`config.mk`:
```
export PLATFORM = sky130hd
export DESIGN_NAME = uart_puf_bridge
export DESIGN_NICKNAME = d
export VERILOG_FILES = /design/src/rtl/uart_puf_bridge.sv
export SDC_FILE = /design/constraint.sdc
export NUM_CORES = 1
export LEC_CHECK = 0
export ABC_AREA = 1
export CORE_UTILIZATION = 48
export DETAILED_ROUTE_END_ITERATION = 8
export PLACE_DENSITY = 0.75
export RECOVER_POWER = 100
export SETUP_SLACK_MARGIN = 0.5
export SYNTH_ARGS = -nofsm -noshare
export SYNTH_HDL_FRONTEND = slang
export SYNTH_SLANG_ARGS = --single-unit
```
`constraint.sdc`:
```
create_clock -name clk -period 3.7 [get_ports clk]
set_input_delay 1.11 -clock clk [delete_from_list [all_inputs] [get_ports clk]]
set_output_delay 1.11 -clock clk [all_outputs]
set_load 0.1 [all_outputs]
```
`src/rtl/uart_puf_bridge.sv`:
```
// Byte-level host protocol between the UART wrapper and the PUF core:
// collects a framed challenge, runs one PUF evaluation, returns the framed response.
module uart_puf_bridge #(
    parameter int          DATA_BITS       = 8,
    parameter int          CHALLENGE_BYTES = 4,
    parameter int          RESPONSE_BYTES  = 2,
    parameter int          RX_TIMEOUT      = 1_000_000,
    parameter logic [7:0]  CMD_HDR         = 8'hA5,
    parameter logic [7:0]  RSP_HDR         = 8'h5A
) (
    input  logic                          clk,
    input  logic                          areset,
    input  logic [DATA_BITS-1:0]          rx_data,
    input  logic                          rx_valid,
    output logic                          rx_enable,
    output logic [DATA_BITS-1:0]          tx_data,
    output logic                          tx_enable,
    input  logic                          tx_busy,
    output logic [8*CHALLENGE_BYTES-1:0]  challenge,
    output logic                          puf_start,
    input  logic                          puf_done,
    input  logic [8*RESPONSE_BYTES-1:0]   response,
    output logic                          busy,
    output logic                          timeout_err
);

    typedef enum logic [2:0] {
        S_IDLE,
        S_RX_CHAL,
        S_PUF_REQ,
        S_PUF_WAIT,
        S_TX_BYTE,
        S_TX_GUARD,
        S_TX_WAIT
    } state_e;

    localparam int                 TIMER_W    = $clog2(RX_TIMEOUT + 1);
    localparam logic [TIMER_W-1:0] TIMER_LAST = TIMER_W'(RX_TIMEOUT - 1);
    localparam logic [4:0]         CHAL_LAST  = 5'(CHALLENGE_BYTES - 1);
    localparam logic [4:0]         RESP_CNT   = 5'(RESPONSE_BYTES);

    state_e                         state_q, state_d;
    logic [4:0]                     rx_cnt_q;
    logic [4:0]                     tx_cnt_q;
    logic [TIMER_W-1:0]             timer_q;
    logic [8*RESPONSE_BYTES-1:0]    shift_q;
    logic [8*CHALLENGE_BYTES-1:0]   challenge_q;
    logic [DATA_BITS-1:0]           tx_data_q;
    logic                           tx_enable_q;
    logic                           puf_start_q;
    logic                           timeout_err_q;
    logic                           busy_q;
    logic                           rx_enable_q;

    always_comb begin
        state_d = state_q;
        case (state_q)
            S_IDLE:     if (rx_valid && rx_data == CMD_HDR) state_d = S_RX_CHAL;
            S_RX_CHAL: begin
                // An arriving byte always beats an expiring timer.
                if (rx_valid) begin
                    if (rx_cnt_q == CHAL_LAST) state_d = S_PUF_REQ;
                end else if (timer_q == TIMER_LAST) begin
                    state_d = S_IDLE;
                end
            end
            S_PUF_REQ:  state_d = S_PUF_WAIT;
            S_PUF_WAIT: if (puf_done) state_d = S_TX_BYTE;
            S_TX_BYTE:  if (!tx_busy) state_d = S_TX_GUARD;
            S_TX_GUARD: state_d = S_TX_WAIT;
            S_TX_WAIT:  if (!tx_busy) state_d = (tx_cnt_q == RESP_CNT) ? S_IDLE : S_TX_BYTE;
            default:    state_d = S_IDLE;
        endcase
    end

    // NOTE: every register here is state, so all updates are non-blocking.
    always_ff @(posedge clk or posedge areset) begin
        if (areset) begin
            state_q       <= S_IDLE;
            rx_cnt_q      <= '0;
            tx_cnt_q      <= '0;
            timer_q       <= '0;
            shift_q       <= '0;
            challenge_q   <= '0;
            tx_data_q     <= '0;
            tx_enable_q   <= 1'b0;
            puf_start_q   <= 1'b0;
            timeout_err_q <= 1'b0;
            busy_q        <= 1'b0;
            rx_enable_q   <= 1'b1;
        end else begin
            state_q       <= state_d;
            busy_q        <= (state_d != S_IDLE);
            rx_enable_q   <= (state_d == S_IDLE) || (state_d == S_RX_CHAL);
            puf_start_q   <= (state_d == S_PUF_REQ);
            tx_enable_q   <= (state_d == S_TX_GUARD);
            timeout_err_q <= (state_q == S_RX_CHAL) && (state_d == S_IDLE);

            case (state_q)
                S_IDLE: begin
                    if (state_d == S_RX_CHAL) begin
                        rx_cnt_q <= '0;
                        timer_q  <= '0;
                    end
                end
                S_RX_CHAL: begin
                    if (rx_valid) begin
                        challenge_q[{rx_cnt_q, 3'b000} +: 8] <= rx_data;
                        rx_cnt_q <= rx_cnt_q + 1'b1;
                        timer_q  <= '0;
                    end else begin
                        timer_q  <= timer_q + 1'b1;
                    end
                end
                S_PUF_WAIT: begin
                    if (puf_done) begin
                        shift_q   <= response;
                        tx_data_q <= RSP_HDR;
                        tx_cnt_q  <= '0;
                    end
                end
                S_TX_WAIT: begin
                    // Payload leaves least-significant byte first.
                    if (!tx_busy && tx_cnt_q != RESP_CNT) begin
                        tx_data_q <= shift_q[7:0];
                        shift_q   <= shift_q >> 8;
                        tx_cnt_q  <= tx_cnt_q + 1'b1;
                    end
                end
                default: ;
            endcase
        end
    end

    assign rx_enable   = rx_enable_q;
    assign tx_data     = tx_data_q;
    assign tx_enable   = tx_enable_q;
    assign challenge   = challenge_q;
    assign puf_start   = puf_start_q;
    assign busy        = busy_q;
    assign timeout_err = timeout_err_q;

endmodule
```
==> results.cfg <==
[synthesis]
yosysUniqueCellTypes = 35
netlist_area_sq_mm = 0.00483
avgSynthCellArea_sq_um = 8.33
yosys_warnings = 0
ys_seq_area_share_pct = 48.8
synth-seq-cells = 94
syn_nets = 613
syn_inst = 579

[setup_path]
worstPathRequired_ns = 3.95
cp.arrival_ns = 3.24
startpoint = rx_valid
critPathKind = primary input to flop
r2r_start = state_q[2]
critical_path_peak_fanout = 16
end_kind = flop
critPathLaunchType = primary input
rrSetupSlack_ns = 1.49

[sta]
rsz0062_at_grt = false
setup_tns_ns = 0
fin_crit_ns = 2.99
fmax_mhz = 335
worst_pin_slew_ns = 1.66
final_hold_viol_count = 0
max_slew_margin_pct = -11.2
fin_crit_sh_pct = 80.8
finalMaxSlewViolations = 38
finalWorstSetupSlack_ns = 0.711
clock_skew_ns = 0.0196
finalSetupViolCount = 0

[die]
ios = 74
dieHeight_um = 102
die_w_um = 102
core_sq_mm = 0.00977
dieArea_sq_mm = 0.0105
rows = 36
initial_utilization_pct = 49.4

[pwr]
peakVddDrop_mv = 0.488
p_int_mw = 2.08
p_leak_nw = 2.48
switching_share_pct = 52.0
power_frac_comb_pct = 47.7
clock_power_share_pct = 18.1
powerDensity_mw_per_mm2 = 789
power_switching_mw = 2.26
pwr-share-seq_pct = 34.2

[global_route]
grt_pass1_vias = 3913
antenna_found_initial = 0
grt_pass1_wl_um = 18900
grt_util_all_layers_pct = 23.4
grt_max_degree = 38
overflow = 0

[drt]
vias = 4097
first_iter_violations = 227
postRouteAntennaNets = 0
firstDrtPassIters = 5
wl_met2_um = 5120
wl_per_cell_um = 14.0
routed.top_layer = met4
drc = 0
wl_met1_um = 5330
viasPerCell = 5.17
wirelength_um = 11100
wl_met3_um = 503

[clock_network]
clk_pin_slew_worst_paths_ns = 0.10
cts_buffer_depth = 2
clk_latency_ns = 0.37
h-tree-depth = 3
cts_made_buffers = 9
root_buffer = clkbuf_8
cts_resized = 0
cts_tree = done
clock-sinks = 94
cts_hold_buf = 0
cts_setup_buffers = 0

[placement]
gp_congestion = 0.910
portBuffers = 73
hpwl_um = 8120
pre_cts_ws_ns = 0.698

[final_layout]
drive_gt1_share_pct = 9.24
nets = 689
fillers = 962
final_cell_mix = 159 x nand2_1, 93 x dfrtp_1, 74 x nor2_1
area_growth_pct = 14.0
antenna_cells = 0
layout_commonest_cell = nand2_1
multiInputGateArea_sq_mm = 0.00206
register_area_sq_mm = 0.00235

[flow_run]
drv_cap = 1

[min_path]
min_from = challenge[16]
min_path_type = flop to flop

[outcome]
violations = capacitance limit, slew limit
status = finished with violations
[per-stage QoR]
stage                     power [mW]  utilization, %  hold slack [ns]  cell area [sq um]  instances
after floorplan                 3.26               -            0.464               4830        579
after CTS                       4.52            59.2            0.498               5780        793
final                           4.34            56.3            0.495               5500        793
after global routing            4.60            56.3            0.512               5500        793
after detailed placement        3.74            56.8            0.475               5550        777
after global placement          3.69            56.8            0.469               5550        777
[sequential cells by signal, summed over array words and instances (netlist names)]
register	cells
busy	1
challenge	32
puf_start	1
rx_cnt_q	5
rx_enable	1
shift_q	16
state_q	3
timeout_err	1
timer_q	20
tx_cnt_q	5
tx_data	8
tx_enable	1
[synthesized netlist by cell type, drive strengths merged]
library cell	number	area share (%)
o41ai	1	0.18
a21oi	9	0.93
o21ai	57	7.9
xor2	5	1.1
xnor2	1	0.18
nand4	15	1.9
dfstp	1	0.54
dfrtp	93	48
o21bai	1	0.16
a31oi	1	0.13
nand3b	2	0.31
nor3	4	0.52
clkbuf	1	0.078
nand2	169	14
nand3	54	6.8
ha	5	1.3
buf	14	2.3
inv	53	4.2
o22a	4	0.73
nor2	80	7.2
o22ai	9	1.2
[layer usage]
metal | vias to the layer above | GRT usage [%]
met4 | 0 | 7.03
met3 | 14 | 4.65
li1 | 2038 | -
met1 | 1939 | 34.3
met5 | - | 0
met2 | 106 | 35.1
[power by group through the flow]
stage               Sequential (mW)  Clock (mW)  Combinational [mW]
global placement               1.49           0                2.20
global route                   1.51       0.846                2.24
finish                         1.48       0.785                2.07
floorplan                      2.35           0               0.918
CTS                            1.49       0.800                2.24
detailed placement             1.50           0                2.23
[cells by family (layout without fill, tap and decap cells)]
logic type	count (synthesis)	count (layout)	synth area share, %
xor+xnor	6	6	1.24
compound gates	82	82	11.1
buf+inv	68	149	6.59
flops	94	94	48.8
fa+ha+maj	5	5	1.30
simple gates	324	324	31.0
[critical path, cell delays in order]
cell           delay [ns]
dlygate4sd3_1        0.57
inv_1                0.18
nor2_1               0.74
nand2_2              0.36
nand2_1              0.16
o21ai_0              0.10
[cell type report]
cell class | count | share of cell area [%]
flip-flops and latches | 94 | 42.8
multi-input cells | 417 | 37.4
repair buffers | 80 | 8.94
inverters | 53 | 3.68
well taps | 133 | 3.02
clock buffers | 10 | 2.50
clock inverters | 6 | 1.71
[final timing paths]
kind,to,cells after the start
worst min-delay path,challenge[16],2
worst min register to register,challenge[16],2
worst max-delay path,challenge[2],6
worst max register to register,timeout_err,8
max in group asynchronous,challenge[11],3
min in group asynchronous,tx_data[2],2
(Power assumes the default switching activity.)
